===== src/rtl/delay_arbiter_pkg.sv =====
// Shared constants and FSM state encoding for the delay_arbiter timebase sharer.
package delay_arbiter_pkg;

    localparam int DEF_N_REQ    = 4;
    localparam int DEF_DUR_W    = 16;
    localparam int DEF_PRESCALE = 25_000_000;
    localparam int PRESCALE_W   = 32;

    typedef enum logic [1:0] {
        ST_IDLE = 2'd0,
        ST_RUN  = 2'd1,
        ST_DONE = 2'd2
    } state_t;

endpackage


===== src/rtl/delay_arbiter_rr_pick.sv =====
// Combinational round-robin picker: the first set request bit after the previous
// owner index, wrapping modulo N_REQ.
module rr_pick #(
    parameter int N_REQ = 4,
    parameter int IDX_W = 2
) (
    input  logic [N_REQ-1:0] req,
    input  logic [IDX_W-1:0] last,
    output logic [N_REQ-1:0] win,
    output logic [IDX_W-1:0] win_idx
);

    logic             w_found;
    logic [IDX_W-1:0] w_cand;

    // NOTE: every variable written here gets a default first, so no path can
    // leave one unassigned and infer a latch.
    always_comb begin
        win     = '0;
        win_idx = '0;
        w_found = 1'b0;
        w_cand  = '0;
        for (int k = 1; k <= N_REQ; k++) begin
            w_cand = IDX_W'((int'(last) + k) % N_REQ);
            if (!w_found && req[w_cand]) begin
                w_found      = 1'b1;
                win[w_cand]  = 1'b1;
                win_idx      = w_cand;
            end
        end
    end

endmodule


===== src/rtl/delay_arbiter.sv =====
// Shares one prescaled timebase among N_REQ requesters in round-robin order,
// counting each owner's duration in ticks and pulsing done on completion.
module delay_arbiter
    import delay_arbiter_pkg::*;
#(
    parameter int N_REQ    = DEF_N_REQ,
    parameter int DUR_W    = DEF_DUR_W,
    parameter int PRESCALE = DEF_PRESCALE
) (
    input  logic                   clk,
    input  logic                   rst,
    input  logic [N_REQ-1:0]       req,
    input  logic [N_REQ*DUR_W-1:0] dur,
    output logic [N_REQ-1:0]       grant,
    output logic [N_REQ-1:0]       done,
    output logic                   tick,
    output logic                   busy
);

    localparam int                    IDX_W         = (N_REQ > 1) ? $clog2(N_REQ) : 1;
    localparam logic [PRESCALE_W-1:0] PRESCALE_LAST = PRESCALE_W'(PRESCALE - 1);
    localparam logic [IDX_W-1:0]      LAST_RESET    = IDX_W'(N_REQ - 1);

    state_t                r_state,     w_state_nxt;
    logic [PRESCALE_W-1:0] r_prescale,  w_prescale_nxt;
    logic [DUR_W-1:0]      r_remaining, w_remaining_nxt;
    logic [IDX_W-1:0]      r_last,      w_last_nxt;
    logic [N_REQ-1:0]      r_grant,     w_grant_nxt;
    logic [N_REQ-1:0]      r_done,      w_done_nxt;
    logic                  r_tick,      w_tick_nxt;
    logic                  r_busy;

    logic [N_REQ-1:0]      w_win;
    logic [IDX_W-1:0]      w_win_idx;
    logic [DUR_W-1:0]      w_win_dur;

    rr_pick #(
        .N_REQ (N_REQ),
        .IDX_W (IDX_W)
    ) u_rr_pick (
        .req     (req),
        .last    (r_last),
        .win     (w_win),
        .win_idx (w_win_idx)
    );

    assign w_win_dur = dur[int'(w_win_idx)*DUR_W +: DUR_W];

    always_comb begin
        w_state_nxt     = r_state;
        w_prescale_nxt  = r_prescale;
        w_remaining_nxt = r_remaining;
        w_last_nxt      = r_last;
        w_grant_nxt     = r_grant;
        w_done_nxt      = '0;
        w_tick_nxt      = 1'b0;

        case (r_state)
            ST_IDLE: begin
                w_grant_nxt = '0;
                if (|req) begin
                    w_last_nxt      = w_win_idx;
                    w_remaining_nxt = w_win_dur;
                    w_prescale_nxt  = '0;
                    if (w_win_dur != '0) begin
                        w_state_nxt = ST_RUN;
                        w_grant_nxt = w_win;
                    end else begin
                        w_state_nxt = ST_DONE;
                        w_done_nxt  = w_win;
                    end
                end
            end

            ST_RUN: begin
                // Owner withdrawing wins over a coincident final wrap: no tick, no done.
                if ((req & r_grant) == '0) begin
                    w_state_nxt    = ST_IDLE;
                    w_grant_nxt    = '0;
                    w_prescale_nxt = '0;
                end else if (r_prescale == PRESCALE_LAST) begin
                    w_prescale_nxt  = '0;
                    w_tick_nxt      = 1'b1;
                    w_remaining_nxt = r_remaining - DUR_W'(1);
                    if (r_remaining == DUR_W'(1)) begin
                        w_state_nxt = ST_DONE;
                        w_grant_nxt = '0;
                        w_done_nxt  = r_grant;
                    end
                end else begin
                    w_prescale_nxt = r_prescale + PRESCALE_W'(1);
                end
            end

            ST_DONE: begin
                w_state_nxt = ST_IDLE;
                w_grant_nxt = '0;
            end

            default: begin
                w_state_nxt = ST_IDLE;
                w_grant_nxt = '0;
            end
        endcase
    end

    // NOTE: sequential state uses non-blocking assignments so every register
    // samples the pre-edge values regardless of statement order.
    always_ff @(posedge clk or posedge rst) begin
        if (rst) begin
            r_state     <= ST_IDLE;
            r_prescale  <= '0;
            r_remaining <= '0;
            r_last      <= LAST_RESET;
            r_grant     <= '0;
            r_done      <= '0;
            r_tick      <= 1'b0;
            r_busy      <= 1'b0;
        end else begin
            r_state     <= w_state_nxt;
            r_prescale  <= w_prescale_nxt;
            r_remaining <= w_remaining_nxt;
            r_last      <= w_last_nxt;
            r_grant     <= w_grant_nxt;
            r_done      <= w_done_nxt;
            r_tick      <= w_tick_nxt;
            r_busy      <= (w_state_nxt != ST_IDLE);
        end
    end

    assign grant = r_grant;
    assign done  = r_done;
    assign tick  = r_tick;
    assign busy  = r_busy;

endmodule


===== config.mk =====
export PLATFORM = sky130hd
export DESIGN_NAME = delay_arbiter
export DESIGN_NICKNAME = d
export VERILOG_FILES = /design/src/rtl/delay_arbiter_pkg.sv /design/src/rtl/delay_arbiter_rr_pick.sv /design/src/rtl/delay_arbiter.sv
export SDC_FILE = /design/constraint.sdc
export NUM_CORES = 1
export LEC_CHECK = 0
export CAP_MARGIN = 20
export CORE_MARGIN = 2
export CORE_UTILIZATION = 50
export CTS_BUF_LIST = sky130_fd_sc_hd__clkbuf_16
export CTS_CLUSTER_SIZE = 30
export DETAILED_ROUTE_END_ITERATION = 12
export HOLD_SLACK_MARGIN = 0.08
export PLACE_DENSITY = 0.76
export REMOVE_ABC_BUFFERS = 1
export SYNTH_ARGS = -nofsm -noshare
export SYNTH_HDL_FRONTEND = slang
export SYNTH_SLANG_ARGS = --single-unit

===== constraint.sdc =====
create_clock -name clk -period 4.4 [get_ports clk]
set_input_delay 0.88 -clock clk [delete_from_list [all_inputs] [get_ports clk]]
set_output_delay 0.88 -clock clk [all_outputs]
set_load 0.01 [all_outputs]

Word-level counts from Yosys, hierarchy flattened
Index checks and enable logic that the tools add are counted.

word-level totals
  input port bits = 70
  register bits after elaboration = 62
  output and inout bits = 10
  logic and storage cells = 111

operators by class
  multiplexer cells = 56
  $lt $le $gt $ge = 8
  $add $sub $neg = 6
  bitwise operators = 4
  equal/unequal tests = 8
  shift-type cells = 1
  reduce and logical (&&, ||, !) cells = 20

operators by type and width
  operator                 number
  $mux W32                 3
  $pmux W32 S2             1
  $shiftx A64 B7 Y16       1
  $mux W4                  14
  $mux W16                 3
  $add A32 B1 Y32 const B  1
  $eq A32 B25 Y1 const B   1
  $pmux W16 S2             1
  $mux W2                  9
  $eq A16 B1 Y1 const B    1
  $pmux W4 S2              2
  $reduce_bool A16 Y1      1
  $sub A16 B1 Y16 const B  1
  $mux W1                  14
  $lt A2 B3 Y1 const B     4
  $or A4 B4 Y4             3
  $bmux W1 S2              4
  $demux W1 S2             4
  $ge A2 B1 Y1 const B     4
  $logic_and A1 B1 Y1      7
  $ne A2 B2 Y1 const B     3
  $ne A3 B3 Y1 const B     2
  $reduce_and A2 Y1        3
  $add A2 B1 Y2 const B    2
  other kinds (10)         14

Depth between registers and ports, before layout
  depth after elaboration = 19
  gate-level depth with buffers = 15
  gate-level depth less buffers = 10

Cells and area by module
A second synthesis with hierarchy kept.

second synthesis, totals
  cell total of the unflattened synthesis = 472
  area total of the unflattened synthesis = 4,485.6 sq um

by module, submodules not included
  module         cells an instance  sequential area each (sq um)  times used  area an instance (sq um)
  delay_arbiter  404                1,554.0                       1           3,940.0
  rr_pick        68                 0.0                           1           545.5

Least setup slack after synthesis
OpenSTA, ideal clock, no wires.

  path kind = reg-to-reg
  start point = reg r_last[0]
  end point = reg r_state[0]
  library setup time = 131 ps
  data arrival time = 3,540 ps
  buffers on the path = 3
  setup slack = 729 ps
  stages on the path, launching flop included = 14
  required time = 4,269 ps
  period minus slack after synthesis = 3,671 ps
  cell sequence = dfstp_2 -> buf_4 -> inv_2 -> buf_2 -> ha_1 -> mux2_2 -> mux2_2 -> o21ai_1 -> buf_4 -> nand2_1 -> a211o_1 -> a222oi_1 -> and4_4 -> o22ai_1

between the ends
  longest elaborated chain between the ends = 18
  elaborated cells on any way between the ends = 30
  those cells by class = add/sub: 4; shift: 1; mux: 18; reduce/logical: 7

ends and longest elaborated chain
  item                           RTL line                     text
  from (decl)                    delay_arbiter.sv:27          logic [IDX_W-1:0] r_last, w_last_nxt;
  from (signal assigned)         delay_arbiter.sv:123         r_last <= w_last_nxt;
  $add A2 B1 Y2                  delay_arbiter_rr_pick.sv:24  w_cand = IDX_W'((int'(last) + k) % N_REQ);
  $bmux W1 S2                    delay_arbiter_rr_pick.sv:25  if (!w_found && req[w_cand]) begin
  $mux W1 (not written as such)  delay_arbiter_rr_pick.sv:25
  $mux W1                        delay_arbiter_rr_pick.sv:25
  $logic_not A1 Y1               delay_arbiter_rr_pick.sv:25
  $logic_and A1 B1 Y1            delay_arbiter_rr_pick.sv:25
  $mux W1                        delay_arbiter_rr_pick.sv:25
  $logic_not A1 Y1               delay_arbiter_rr_pick.sv:25
  [... 3 more ...]               --
  $logic_and A1 B1 Y1            delay_arbiter_rr_pick.sv:25
  $mux W2 (*)                    delay_arbiter_rr_pick.sv:25
  $shiftx A64 B7 Y16 (*)         delay_arbiter.sv:47          assign w_win_dur = dur[int'(w_win_idx)*DUR_W +: DUR_W];
  $reduce_bool A16 Y1 (*)        delay_arbiter.sv:65          if (w_win_dur != '0) begin
  $mux W2 (*)                    delay_arbiter.sv:65
  $mux W2 (*)                    delay_arbiter.sv:61          if (|req) begin
  $pmux W2 S2 (*)                delay_arbiter.sv:58          case (r_state)
  named net w_state_nxt[0]       delay_arbiter.sv:24          state_t r_state, w_state_nxt;
  to (signal assigned)           delay_arbiter.sv:120         r_state <= w_state_nxt;
  to (decl)                      delay_arbiter.sv:24

The timed path passes the listed nets; every way through them passes the cells marked *. The select of a mux whose other input is x is not followed.
A chain may end at the register's enable or synchronous reset.

Worst setup path in the final report
  start point = in req[0]
  end point = reg r_done[1], in the netlist done[1]

between the ends
  longest elaborated chain between the ends = 17
  elaborated cells on any way between the ends = 37
  those cells by class = shift: 1; mux: 23; bitwise: 4; reduce/logical: 9

ends and longest elaborated chain
  item                           RTL line                     text
  from (decl)                    delay_arbiter.sv:12          input logic [N_REQ-1:0] req,
  $bmux W1 S2                    delay_arbiter_rr_pick.sv:25
  $mux W1 (not written as such)  delay_arbiter_rr_pick.sv:25
  $mux W1                        delay_arbiter_rr_pick.sv:25
  $logic_not A1 Y1               delay_arbiter_rr_pick.sv:25
  $logic_and A1 B1 Y1            delay_arbiter_rr_pick.sv:25
  $mux W1                        delay_arbiter_rr_pick.sv:25
  $logic_not A1 Y1               delay_arbiter_rr_pick.sv:25
  $logic_and A1 B1 Y1            delay_arbiter_rr_pick.sv:25
  [... 2 more ...]               --
  $logic_and A1 B1 Y1            delay_arbiter_rr_pick.sv:25
  $mux W2                        delay_arbiter_rr_pick.sv:25
  $shiftx A64 B7 Y16             delay_arbiter.sv:47
  $reduce_bool A16 Y1            delay_arbiter.sv:65
  $mux W4                        delay_arbiter.sv:65
  $mux W4                        delay_arbiter.sv:61
  $pmux W4 S2 (*)                delay_arbiter.sv:58
  named net w_done_nxt[1]        delay_arbiter.sv:29          logic [N_REQ-1:0] r_done, w_done_nxt;
  to (signal assigned)           delay_arbiter.sv:125         r_done <= w_done_nxt;
  to (decl)                      delay_arbiter.sv:29

Marks and branches as above.

==> results.json <==
{
  "status": "completed",
  "ys_seq_area_share_pct": 34.3,
  "layout.cells.non_filler": 739,
  "synth-edff-count": 0,
  "maxCapViolations": 0,
  "yosys.area.top_type_share_pct": 33.1,
  "powerDensity_nw_per_um2": 680,
  "syn_inst": 551,
  "synthesis.area_sq_um": 4530,
  "r2r_slack_ns": 0.31,
  "start_util_pct": 51.7,
  "avgViaCountPerCell": 6.27,
  "sequentialPowerShare_pct": 21.0,
  "grt_max_degree": 37,
  "h-tree-depth": 3,
  "vias": 4634,
  "yosysUniqueCellTypes": 66,
  "swShare_pct": 46.4,
  "grt_use_total_pct": 27.1,
  "period_minus_slack_ns": 4.12,
  "ant_nets": 0,
  "routedWlPerCell_um": 17.7,
  "clock.fmax_mhz": 243,
  "setup_viol": 0,
  "cts-root-buf": "clkbuf_16",
  "holdBufCountCts": 0,
  "rsz0062_at_grt": "false",
  "grt_overflow": 0,
  "drive_gt1_share_pct": 9.67,
  "crit_required_ns": 4.65,
  "antenna_found_initial": 0,
  "syn_avg_cell_area_sq_um": 8.22,
  "clk-insertion-delay-late_ns": 0.33,
  "dp_cells": 722,
  "post-route-drc-count": 0,
  "net-switching-power_mw": 1.81,
  "place.gp.congestion": 0.944,
  "ios": 80,
  "hold_violations": 0,
  "dieArea_sq_um": 9840,
  "ys_ff_latch": 62,
  "cts.sinks": 62,
  "drt_pass1_iterations": 5,
  "power_mw": 3.89,
  "cp.arrival_ns": 4.37,
  "pwr-share-clk_pct": 18.1,
  "async_flop_share_pct": 100,
  "numCtsBuffers": 9,
  "cts_tree": "built",
  "final_net_count": 707,
  "cp-end-kind": "flop",
  "final_core_util_pct": 65.4,
  "p_leak_nw": 2.30,
  "fin_tns_setup_ns": 0,
  "dpl.hpwl_um": 9850,
  "port_buffers": 79,
  "slew_headroom_pct": 38.1,
  "cts_buffer_depth": 2,
  "syn_to_final_growth_pct": 26.4,
  "drt-total-wl_um": 13100,
  "fin_crit_sh_pct": 93.6,
  "rows": 34,
  "cp-start-kind": "primary input",
  "worstMarginPinSlew_ns": 0.921,
  "n_antenna_cell": 0,
  "grt_pass1_vias": 4441,
  "final_common_cell": "clkdlybuf4s50_1",
  "pwr-share-comb_pct": 60.9,
  "final_cell_mix": "clkdlybuf4s50_1 (79), nand2_1 (67), dfrtp_1 (60), nor2_1 (52), o21ai_0 (43)",
  "die_x_um": 99.2,
  "synth_ff_type": "dfrtp_1",
  "path_max_fanout": 16,
  "chipHeight_um": 99.2,
  "drv_slew": 0,
  "ir_worst_vdd_v": 0.000349,
  "hold_class": "reg -> reg",
  "finClkSkew_ns": 0.00634,
  "cts_setup_buffers": 0,
  "drt_iter0_drc": 344,
  "intPower_mw": 2.09,
  "core_sq_um": 8760,
  "yosysTopAreaCell": "dfrtp_1",
  "yosysWarningCount": 0,
  "grt_pass1_wl_um": 21600,
  "clk_pin_slew_ns": 0.06,
  "synth_area_leaders": "dfrtp_1 (33%), nand2_1 (5.5%), o21ai_0 (4.7%)",
  "crit_type": "in -> reg"
}
==> layout make-up <==
type                       count  area, sq um
multi-input combinational    444         2780
inverter                      14         52.6
tap                          108          135
timing repair buffer          95          911
clock buffer                   9          225
clock inverter                 7         73.8
fill                         702         3030
sequential                    62         1550
==> power by group through the flow <==
stage / sequential (mW) / combinational (mW) / clock [mW]
floorplan: 0.816 / 1.57 / 0
global placement: 0.816 / 2.27 / 0
detailed placement: 0.823 / 2.31 / 0
CTS: 0.815 / 2.33 / 0.715
global route: 0.839 / 2.58 / 0.738
finish: 0.818 / 2.37 / 0.706
==> through the flow <==
stage | hold slack (ns) | area (sq um) | setup WS [ns]
2_1_floorplan | 0.442 | 4370 | -0.423
3_3_place_gp | 0.461 | 5420 | 0.200
3_5_place_dp | 0.466 | 5420 | 0.0214
4_1_cts | 0.482 | 5720 | 0.283
5_1_grt | 0.508 | 5730 | 0.0343
6_report | 0.484 | 5730 | 0.280
==> state kept, by name, summed over array words and instances (netlist names) <==
| register | flops |
|---|---|
| r_prescale | 32 |
| r_remaining | 16 |
| done | 4 |
| grant | 4 |
| r_last | 2 |
| r_state | 2 |
| busy | 1 |
| tick | 1 |
==> cells by family after synthesis <==
kind of cell    after synthesis  synth area share (%)
buf+inv                      45                  4.75
compound gates              158                  22.6
flops                        62                  34.3
simple gates                239                  26.8
mux                          16                  4.72
fa+ha+maj                    11                  3.04
xor+xnor                     20                  3.87
==> cells in the mapped netlist (4+ instances only) <==
library cell,n
and3_1,19
nor2_1,52
a31oi_1,14
dfrtp_1,60
a221oi_1,6
mux2i_1,9
a211oi_1,13
ha_1,11
nand2_1,67
nand2b_1,6
buf_2,7
o21ai_0,43
a21oi_1,22
nand3_1,25
o31ai_1,5
nand4_1,12
clkbuf_1,17
buf_4,4
o2bb2ai_1,4
or4_1,5
o22ai_1,4
nor3_1,14
inv_1,12
xor2_1,13
mux4_2,4
o21ai_1,12
nor4_1,17
a22oi_1,6
xnor2_1,7
==> layer usage <==
layer,track usage [%],up-vias,share of wire [%]
li1,-,2206,-
met1,35.5,2168,43
met2,42.5,212,46
met3,5.97,48,6.0
met4,13.2,0,4.6
met5,0,-,0
==> timing repair <==
action / in CTS / in global routing
setup endpoints to repair: 0 / 5
gates resized for setup: 0 / 1
endpoints found under the hold margin: 0 / 0
==> critical path, stage by stage <==
cell and delay (ns):
clkdlybuf4s50_1 0.66, mux4_2 0.47, nand2b_4 0.21, a21oi_1 0.07
o41ai_4 0.61, buf_4 0.30, buf_4 0.25, mux2i_1 0.11
mux2i_1 0.29, nand4_1 0.27, o21ai_1 0.23
==> worst paths after layout <==
path | from | to | cells past startpoint
worst max-delay path | req[0] | done[1] | 11
worst min-delay path | r_remaining[10] | r_remaining[10] | 2
worst max register to register | r_last[1] | done[1] | 11
worst min register to register | r_remaining[10] | r_remaining[10] | 2
max in group asynchronous | rst | r_prescale[22] | 3
min in group asynchronous | rst | r_prescale[20] | 2
(Power assumes the default switching activity.)
